File: src/rtl/time_set_editor.sv
// Set-mode editor feeding the time-keeper load bus: snapshot on entry, per-field wrap/clamp edits.
// Latency: one cycle from button pulse to registered output. No backpressure; every pulse is consumed.
module time_set_editor #(
    parameter int unsigned YEAR_MIN    = 2000,
    parameter int unsigned YEAR_MAX    = 2099,
    parameter int unsigned BLINK_HALF  = 50_000_000,
    parameter int unsigned TIMEOUT_CYC = 1_500_000_000
) (
    input  logic        clk,
    input  logic        rst_n,
    input  logic        btn_mode,
    input  logic        btn_next,
    input  logic        btn_up,
    input  logic        btn_down,
    input  logic [15:0] cur_year,
    input  logic [5:0]  cur_month,
    input  logic [10:0] cur_day,
    input  logic [10:0] cur_hour,
    input  logic [10:0] cur_minute,
    input  logic [10:0] cur_second,
    input  logic [10:0] cur_week,
    output logic [14:0] year_d,
    output logic [3:0]  month_d,
    output logic [4:0]  day_d,
    output logic [5:0]  hour_d,
    output logic [5:0]  min_d,
    output logic [5:0]  sec_d,
    output logic [3:0]  week_s,
    output logic [3:0]  mode,
    output logic [2:0]  edit_field,
    output logic        blink
);
    localparam logic [2:0] RUN     = 3'd0;
    localparam logic [2:0] S_YEAR  = 3'd1;
    localparam logic [2:0] S_MONTH = 3'd2;
    localparam logic [2:0] S_DAY   = 3'd3;
    localparam logic [2:0] S_HOUR  = 3'd4;
    localparam logic [2:0] S_MIN   = 3'd5;
    localparam logic [2:0] S_SEC   = 3'd6;
    localparam logic [2:0] S_WEEK  = 3'd7;

    localparam logic [15:0] Y_LO         = 16'(YEAR_MIN);
    localparam logic [15:0] Y_HI         = 16'(YEAR_MAX);
    localparam logic [31:0] BLINK_LAST   = 32'(BLINK_HALF - 1);
    localparam logic [31:0] TIMEOUT_LAST = 32'(TIMEOUT_CYC - 1);

    function automatic logic [4:0] dim_f(input logic [14:0] y, input logic [3:0] m);
        logic leap;
        leap = (((y % 15'd4) == 15'd0) && ((y % 15'd100) != 15'd0)) || ((y % 15'd400) == 15'd0);
        case (m)
            4'd4, 4'd6, 4'd9, 4'd11: dim_f = 5'd30;
            4'd2:                    dim_f = leap ? 5'd29 : 5'd28;
            default:                 dim_f = 5'd31;
        endcase
    endfunction

    logic [2:0]  state, nx_state;
    logic [31:0] idle_cnt, blink_cnt;
    logic [14:0] nx_year, snap_year;
    logic [3:0]  nx_month, snap_month, nx_week, snap_week;
    logic [4:0]  nx_day, snap_day, snap_dim, dim_lim;
    logic [5:0]  nx_hour, nx_min, nx_sec, snap_hour, snap_min, snap_sec;
    logic        any_btn, step, timeout;

    // Live values are clamped into range before they can become load values.
    always_comb begin
        if (cur_year < Y_LO)      snap_year = Y_LO[14:0];
        else if (cur_year > Y_HI) snap_year = Y_HI[14:0];
        else                      snap_year = cur_year[14:0];
        if (cur_month == 6'd0)     snap_month = 4'd1;
        else if (cur_month > 6'd12) snap_month = 4'd12;
        else                        snap_month = cur_month[3:0];
        snap_dim = dim_f(snap_year, snap_month);
        if (cur_day == 11'd0)                snap_day = 5'd1;
        else if (cur_day > {6'd0, snap_dim}) snap_day = snap_dim;
        else                                 snap_day = cur_day[4:0];
        snap_hour = (cur_hour   > 11'd23) ? 6'd23 : cur_hour[5:0];
        snap_min  = (cur_minute > 11'd59) ? 6'd59 : cur_minute[5:0];
        snap_sec  = (cur_second > 11'd59) ? 6'd59 : cur_second[5:0];
        if (cur_week == 11'd0)     snap_week = 4'd1;
        else if (cur_week > 11'd7) snap_week = 4'd7;
        else                       snap_week = cur_week[3:0];
    end

    always_comb begin
        any_btn  = btn_mode | btn_next | btn_up | btn_down;
        step     = btn_up ^ btn_down;
        timeout  = (TIMEOUT_CYC != 0) && (idle_cnt == TIMEOUT_LAST) && !any_btn;
        nx_state = state;
        nx_year  = year_d;
        nx_month = month_d;
        nx_day   = day_d;
        nx_hour  = hour_d;
        nx_min   = min_d;
        nx_sec   = sec_d;
        nx_week  = week_s;
        dim_lim  = 5'd31;
        if (state == RUN) begin
            if (btn_mode) begin
                nx_state = S_YEAR;
                nx_year  = snap_year;
                nx_month = snap_month;
                nx_day   = snap_day;
                nx_hour  = snap_hour;
                nx_min   = snap_min;
                nx_sec   = snap_sec;
                nx_week  = snap_week;
            end
        end else if (btn_mode || timeout) begin
            nx_state = RUN;
        end else if (btn_next) begin
            nx_state = (state == S_WEEK) ? S_YEAR : state + 3'd1;
        end else if (step) begin
            case (state)
                S_YEAR: begin
                    if (btn_up) nx_year = (year_d == Y_HI[14:0]) ? Y_LO[14:0] : year_d + 15'd1;
                    else        nx_year = (year_d == Y_LO[14:0]) ? Y_HI[14:0] : year_d - 15'd1;
                    dim_lim = dim_f(nx_year, month_d);
                    if (day_d > dim_lim) nx_day = dim_lim;
                end
                S_MONTH: begin
                    if (btn_up) nx_month = (month_d == 4'd12) ? 4'd1 : month_d + 4'd1;
                    else        nx_month = (month_d == 4'd1) ? 4'd12 : month_d - 4'd1;
                    dim_lim = dim_f(year_d, nx_month);
                    if (day_d > dim_lim) nx_day = dim_lim;
                end
                S_DAY: begin
                    dim_lim = dim_f(year_d, month_d);
                    if (btn_up) nx_day = (day_d >= dim_lim) ? 5'd1 : day_d + 5'd1;
                    else        nx_day = (day_d <= 5'd1) ? dim_lim : day_d - 5'd1;
                end
                S_HOUR: begin
                    if (btn_up) nx_hour = (hour_d == 6'd23) ? 6'd0 : hour_d + 6'd1;
                    else        nx_hour = (hour_d == 6'd0) ? 6'd23 : hour_d - 6'd1;
                end
                S_MIN: begin
                    if (btn_up) nx_min = (min_d == 6'd59) ? 6'd0 : min_d + 6'd1;
                    else        nx_min = (min_d == 6'd0) ? 6'd59 : min_d - 6'd1;
                end
                S_SEC: begin
                    if (btn_up) nx_sec = (sec_d == 6'd59) ? 6'd0 : sec_d + 6'd1;
                    else        nx_sec = (sec_d == 6'd0) ? 6'd59 : sec_d - 6'd1;
                end
                S_WEEK: begin
                    if (btn_up) nx_week = (week_s == 4'd7) ? 4'd1 : week_s + 4'd1;
                    else        nx_week = (week_s == 4'd1) ? 4'd7 : week_s - 4'd1;
                end
                default: ;
            endcase
        end
    end

    always_ff @(posedge clk or negedge rst_n) begin
        if (!rst_n) begin
            state     <= RUN;
            mode      <= 4'd1;
            year_d    <= 15'd2023;
            month_d   <= 4'd5;
            day_d     <= 5'd9;
            hour_d    <= 6'd11;
            min_d     <= 6'd59;
            sec_d     <= 6'd58;
            week_s    <= 4'd2;
            idle_cnt  <= '0;
            blink_cnt <= '0;
            blink     <= 1'b1;
        end else begin
            state   <= nx_state;
            mode    <= (nx_state == RUN) ? 4'd1 : 4'd0;
            year_d  <= nx_year;
            month_d <= nx_month;
            day_d   <= nx_day;
            hour_d  <= nx_hour;
            min_d   <= nx_min;
            sec_d   <= nx_sec;
            week_s  <= nx_week;
            if (nx_state == RUN || any_btn) idle_cnt <= '0;
            else                            idle_cnt <= idle_cnt + 32'd1;
            // A field change restarts the blink phase lit so the new field shows at once.
            if (state == RUN || nx_state == RUN || btn_next) begin
                blink_cnt <= '0;
                blink     <= 1'b1;
            end else if (blink_cnt == BLINK_LAST) begin
                blink_cnt <= '0;
                blink     <= ~blink;
            end else begin
                blink_cnt <= blink_cnt + 32'd1;
            end
        end
    end

    assign edit_field = state;

endmodule
File: config.mk
export PLATFORM = sky130hd
export DESIGN_NAME = time_set_editor
export DESIGN_NICKNAME = d
export VERILOG_FILES = /design/src/rtl/time_set_editor.sv
export SDC_FILE = /design/constraint.sdc
export NUM_CORES = 1
export LEC_CHECK = 0
export CAP_MARGIN = 0
export CORE_MARGIN = 8
export CORE_UTILIZATION = 50
export CTS_BUF_LIST = sky130_fd_sc_hd__clkbuf_16
export DETAILED_ROUTE_END_ITERATION = 16
export DONT_BUFFER_PORTS = 1
export PLACE_DENSITY = 0.74
export SLEW_MARGIN = 20
export SYNTH_ARGS = -nofsm -noshare
export SYNTH_HDL_FRONTEND = slang
export SYNTH_SLANG_ARGS = --single-unit
File: constraint.sdc
create_clock -name clk -period 12.1 [get_ports clk]
set_input_delay 2.42 -clock clk [delete_from_list [all_inputs] [get_ports clk]]
set_output_delay 2.42 -clock clk [all_outputs]
set_load 0.05 [all_outputs]
# ---- Yosys cells after proc, flatten, opt, wreduce, memory -nomap -nowiden
# Cells that the tools add are included.
dict set report word_totals {
  register_bits 115
  output_inout_bits 54
  in_bits 83
  word_cells 257
}
dict set report op_classes {
  addsub 17
  order_cmp 12
  muxes 119
  n_reduce_logical 48
  n_eq_ne 38
  n_div 6
  bitwise 5
}
# op count
set ops {}
lappend ops {{15-bit two-way mux} 16}
lappend ops {{6-bit two-way mux} 30}
lappend ops {{5-bit two-way mux} 27}
lappend ops {{4-bit two-way mux} 27}
lappend ops {{32-bit two-way mux} 3}
lappend ops {{15-bit zero test} 6}
lappend ops {{32-bit by 1-bit adder with 32-bit output (second input constant)} 2}
lappend ops {{15-bit by 7-bit remainder unit with 15-bit output (second input constant)} 3}
lappend ops {{15-bit by 9-bit remainder unit with 15-bit output (second input constant)} 3}
lappend ops {{15-bit nonzero test} 3}
lappend ops {{32-bit by 26-bit equality test with 1-bit output (second input constant)} 1}
lappend ops {{32-bit by 31-bit equality test with 1-bit output (second input constant)} 1}
lappend ops {{5-bit AND reduction} 6}
lappend ops {{4-bit by 3-bit equality test with 1-bit output (second input constant)} 7}
lappend ops {{4-bit equality test (second input constant)} 7}
lappend ops {{6-bit zero test} 4}
lappend ops {{11-bit by 6-bit > comparator with 1-bit output (second input constant)} 2}
lappend ops {{11-bit zero test} 2}
lappend ops {{6-bit by 1-bit adder with 6-bit output (second input constant)} 3}
lappend ops {{6-bit by 1-bit subtractor with 6-bit output (second input constant)} 3}
lappend ops {{16-bit by 12-bit > comparator with 1-bit output (second input constant)} 1}
lappend ops {{16-bit by 11-bit less-than comparator with 1-bit output (second input constant)} 1}
lappend ops {{2-bit case mux with 2 select lines} 4}
lappend ops {{2-bit nonzero test} 8}
lappend ops {{39 further kinds} 75}

# ---- Logic depth before layout (Yosys ltp)
dict set report depth {
  word_depth 26
  ltp_mapped 40
  ltp_nobuf 35
}

# ---- Worst setup path after synthesis
# OpenSTA, ideal clock, no wires.
dict set report synth_timing {
  path_type {input -> register}
  startpoint {input btn_up}
  endpoint {register day_d[0]}
  arrival_time_ns 9.501
  path_buffers 3
  stages 32
  setup_ns 0.073
  slack_ns 2.525
  required_time_ns 12.027
  cell_sequence {clkbuf_1 > a41o_1 > buf_2 > o22ai_1 > a211o_1 > a2111oi_2 > o31a_1 > nor3_2 > or4_4 > a21o_1 > a32oi_2 > or4b_1 > mux2_2 > and2_1 > or2_0 > and2_1 > buf_6 > o2111ai_2 > o211ai_2 > o21ai_1 > mux2_1 > nor3_1 > o21ai_0 > a31o_1 > ha_1 > a211o_1 > a22oi_1 > o22ai_1 > a21oi_1 > o21ai_0 > nor3_1 > o2bb2ai_1}
}
dict set report synth_between {
  elab_chain_cells 23
  elab_cells_between_ends 59
  cone_classes {div (2); order compare (2); eq/ne (8); mux (33); bitwise (3); reduce/logical (11)}
}
# item line_no
set synth_lines {}
lappend synth_lines {{start: declaration} 13} ;# input logic btn_up,
lappend synth_lines {{branches (longest 23 deep; another with 15-bit by 7-bit remainder unit with 15-bit output)} n/a}
lappend synth_lines {{end signal: assignment} 172} ;# day_d <= nx_day;
lappend synth_lines {{end: declaration} 24} ;# output logic [4:0] day_d,
# Parallel ways; which one is timed is not known. The select of a mux whose other input is x is not followed.
# A chain may end at the register's enable or synchronous reset.

# ---- Final worst setup path
# Ends and elaborated chain as after synthesis.

==> impl_metrics.toml <==
[layout]
post_layout_nonfiller_instances = 1819
utilization_after_layout_pct = 53.21
layout-drive-gt1-share_pct = 8.667
net_count_reported_at_finish = 1607
insertedDiodeCount = 0
flow.area_growth_from_synthesis_pct = 5.570

[timing]
grt_setup_unrepaired = "false"
fmax_mhz = 99.29
min_period_ns = 10.07
maxSlewViolCount = 0
final_min_period_over_clock_period_pct = 83.23
totalNegativeSetupSlack_ns = 0
final-setup-viol-count = 0
clock_skew_ns = 0.007296
timing.final.hold_violations = 0
maxSlewHeadroom_pct = 25.63
timing_worst_slew_pin_value_ns = 1.107
fin_ws_ns = 2.029

[clock_network]
postCtsSetupRepairBufs = 0
clockRootBuffer = "sky130_fd_sc_hd__clkbuf_16"
clkLatencyLatePin_ns = 0.42
cts_htree_levels = 4
cts.sink_count = 115
cts-hold-fix-buffers = 0
cts_buffers = 17
max-clock-path-buffers = 2
clkSlewWorstSetupHoldPaths_ns = 0.06
number_of_instances_resized_during_post_cts_repair = 0
tritoncts = "done"

[critical_path]
crit_type = "in -> reg"
arrival_ns = 10.42
critPathMaxFanout = 60
critical-path-slowest-cell = "sky130_fd_sc_hd__a21oi_1"
worst_setup_ep_type = "register"
worst_r2r_path_depth = 30
r2r-end = "day_d[0]"
cp_data_required_time_ns = 12.45
reg2reg_slack_ns = 2.14
critPathMaxStageDelay_ns = 0.54
cp-start-kind = "primary input"
critical_path.reg2reg.startpoint = "year_d[12]"

[logic_synthesis]
postSynthCellCount = 1544
synth_flop_cell = "sky130_fd_sc_hd__dfrtp_1"
synthTopCellsByArea = "sky130_fd_sc_hd__dfrtp_1, sky130_fd_sc_hd__dfstp_2, sky130_fd_sc_hd__nor2_1, sky130_fd_sc_hd__o21ai_0, sky130_fd_sc_hd__a21oi_1"
postSynthAreaPerCell_um2 = 7.594
yosysUniqueCellTypes = 108
synth_area_leader_cell = "sky130_fd_sc_hd__dfrtp_1"
seq_area_frac_synth_pct = 24.84
async_reset_ff_share_pct = 100.0
synth_edf_count = 0
netlist_area_um2 = 11720
synth.ff_latch_count = 115
synth-warning-count = 0
post-synth-top-area-fraction_pct = 18.57

[routing]
post_drt_wl_per_cell_um = 17.88
wl_met1_um = 14210
vias = 11766
total_length_of_routed_met3_wires_um = 2344
dr_wl_met2_um = 15450
wl_um = 32520
detail-route-antenna-nets = 0
highest_layer = "met4"
remaining_drc_errors = 0
detailedRoute.firstPassIterationCount = 7
detailedRoute.firstIterationViolations = 1100
post_drt_via_cell_ratio = 6.468

[floorplan]
rows = 56
die_area_um2 = 28610
placeableCoreArea_um2 = 23260
start_util_pct = 50.40
die_height_um = 169.1
io_pins = 137
die_x_um = 169.1

[job]
drv_cap = 0

[global_route]
grt_start_max_net_pins = 116
antenna_found_initial = 0
number_of_global_route_vias_before_repair = 10826
gr-usage-all-layers_pct = 22.04
global_route.overflow_total = 0
grt_pass1_wl_um = 53500

[status]
status = "finished clean"

[min_path]
hold_path.startpoint = "blink_cnt[0]"
hold_path_end = "blink_cnt[0]"
hold_class = "reg -> reg"
hold_depth = 1

[place]
placed_cells_incl_taps = 1787
place_worst_setup_slack_ns = 1.700
place.port_buffers = 0
dp_hpwl_um = 23520
finalWeightedCongestion = 0.9058
-- placed cells by master (no fill, tap or decap), types with 10 or more instances in the layout --
| cell | netlist | layout |
|---|---|---|
| sky130_fd_sc_hd__nor2_1 | 179 | 179 |
| sky130_fd_sc_hd__nor2b_1 | 11 | 10 |
| sky130_fd_sc_hd__o21ai_0 | 106 | 106 |
| sky130_fd_sc_hd__xor2_1 | 41 | 41 |
| sky130_fd_sc_hd__a22oi_1 | 16 | 16 |
| sky130_fd_sc_hd__a21oi_1 | 100 | 100 |
| sky130_fd_sc_hd__nand3_1 | 66 | 66 |
| sky130_fd_sc_hd__o22ai_1 | 22 | 22 |
| sky130_fd_sc_hd__nand2_1 | 125 | 125 |
| sky130_fd_sc_hd__mux2i_1 | 17 | 17 |
| sky130_fd_sc_hd__or3_1 | 20 | 20 |
| sky130_fd_sc_hd__dfstp_2 | 28 | 28 |
| sky130_fd_sc_hd__nor4_1 | 27 | 27 |
| sky130_fd_sc_hd__dfrtp_1 | 87 | 87 |
| sky130_fd_sc_hd__and2_1 | 17 | 17 |
| sky130_fd_sc_hd__mux2_2 | 12 | 12 |
| sky130_fd_sc_hd__clkbuf_16 | 0 | 17 |
| sky130_fd_sc_hd__ha_1 | 37 | 37 |
| sky130_fd_sc_hd__inv_1 | 56 | 56 |
| sky130_fd_sc_hd__nor3_1 | 58 | 58 |
| sky130_fd_sc_hd__xnor2_1 | 50 | 50 |
| sky130_fd_sc_hd__a211oi_1 | 26 | 26 |
| sky130_fd_sc_hd__buf_4 | 5 | 10 |
| sky130_fd_sc_hd__a211o_1 | 12 | 12 |
| sky130_fd_sc_hd__o21a_1 | 15 | 15 |
| sky130_fd_sc_hd__nand2b_1 | 15 | 13 |
| sky130_fd_sc_hd__o31ai_1 | 15 | 15 |
| sky130_fd_sc_hd__a21o_1 | 17 | 17 |
| sky130_fd_sc_hd__and3_1 | 22 | 22 |
| sky130_fd_sc_hd__o211ai_1 | 17 | 17 |
| sky130_fd_sc_hd__nand4_1 | 29 | 29 |
| sky130_fd_sc_hd__a31oi_1 | 22 | 22 |
-- sequential cells by signal, summed over array words and instances, names as in the netlist --
name        count
blink_cnt      32
hour_d          6
mode            1
month_d         4
idle_cnt       32
sec_d           6
edit_field      3
week_s          4
year_d         15
day_d           5
blink           1
min_d           6
-- metrics by stage --
| stage | hold slack (ns) | instance area [um^2] |
|---|---|---|
| finish | 0.4927 | 12380 |
| global placement | 0.4725 | 11800 |
| CTS | 0.4909 | 12380 |
| global route | 0.5082 | 12380 |
| detailed placement | 0.4790 | 11810 |
| floorplan | 0.4473 | 11730 |
-- critical path, delay by kind of cell --
kind,cells,cell delay (ns)
simple gates,5,1.05
fa+ha+maj,1,0.27
compound gates,21,5.87
mux,2,0.79
-- cells in the mapped netlist (26+ instances only) --
cell / count
sky130_fd_sc_hd__a211oi_1: 26
sky130_fd_sc_hd__a21oi_1: 100
sky130_fd_sc_hd__clkbuf_1: 51
sky130_fd_sc_hd__dfrtp_1: 87
sky130_fd_sc_hd__dfstp_2: 28
sky130_fd_sc_hd__ha_1: 37
sky130_fd_sc_hd__inv_1: 56
sky130_fd_sc_hd__nand2_1: 125
sky130_fd_sc_hd__nand3_1: 66
sky130_fd_sc_hd__nand4_1: 29
sky130_fd_sc_hd__nor2_1: 179
sky130_fd_sc_hd__nor3_1: 58
sky130_fd_sc_hd__nor4_1: 27
sky130_fd_sc_hd__o21ai_0: 106
sky130_fd_sc_hd__xnor2_1: 50
sky130_fd_sc_hd__xor2_1: 41
-- cells by family (layout without fill, tap and decap cells) --
logic type                 after synthesis  in the layout  synth area share, %
DFF                                    115            115                24.84
xor gates and xnor gates                91             91                6.798
and+or+nand+nor                        629            629                27.04
muxes                                   30             30                2.700
adders and majority gates               37             37                3.948
AOI/OAI and AO/OA                      495            495                29.28
buffers and inverters                  146            100                5.357
other                                    1              3              0.03198
-- final cells by class --
type                       count  area (um^2)
clock buffer                  17        425.4
clock inverter                15        143.9
fill                        2261        10880
inverter                      58        217.7
multi-input combinational   1285         8204
sequential                   115         2913
tap                          319        399.1
timing repair buffer          10        75.07
-- how the worst max path moves through the flow --
stage          cells past startpoint  endpoint  startpoint  slack (ns)
2_1_floorplan                     32  day_d[0]      btn_up        2.53
3_3_place_gp                      29  day_d[0]      btn_up        1.96
3_5_place_dp                      29  day_d[0]      btn_up        1.70
4_1_cts                           29  day_d[0]      btn_up        2.12
5_1_grt                           31  day_d[0]      btn_up        1.23
6_report                          29  day_d[0]      btn_up        2.03
-- metal layers --
layer	global-route usage (%)	up-vias
met4	6.618	0
met3	5.164	52
met2	36.17	427
met5	0	-
met1	28.44	5606
li1	-	5681
Power is left out: the tool's default activity adds up to more than one toggle a clock period on the data nets, which glitch-free logic cannot reach.
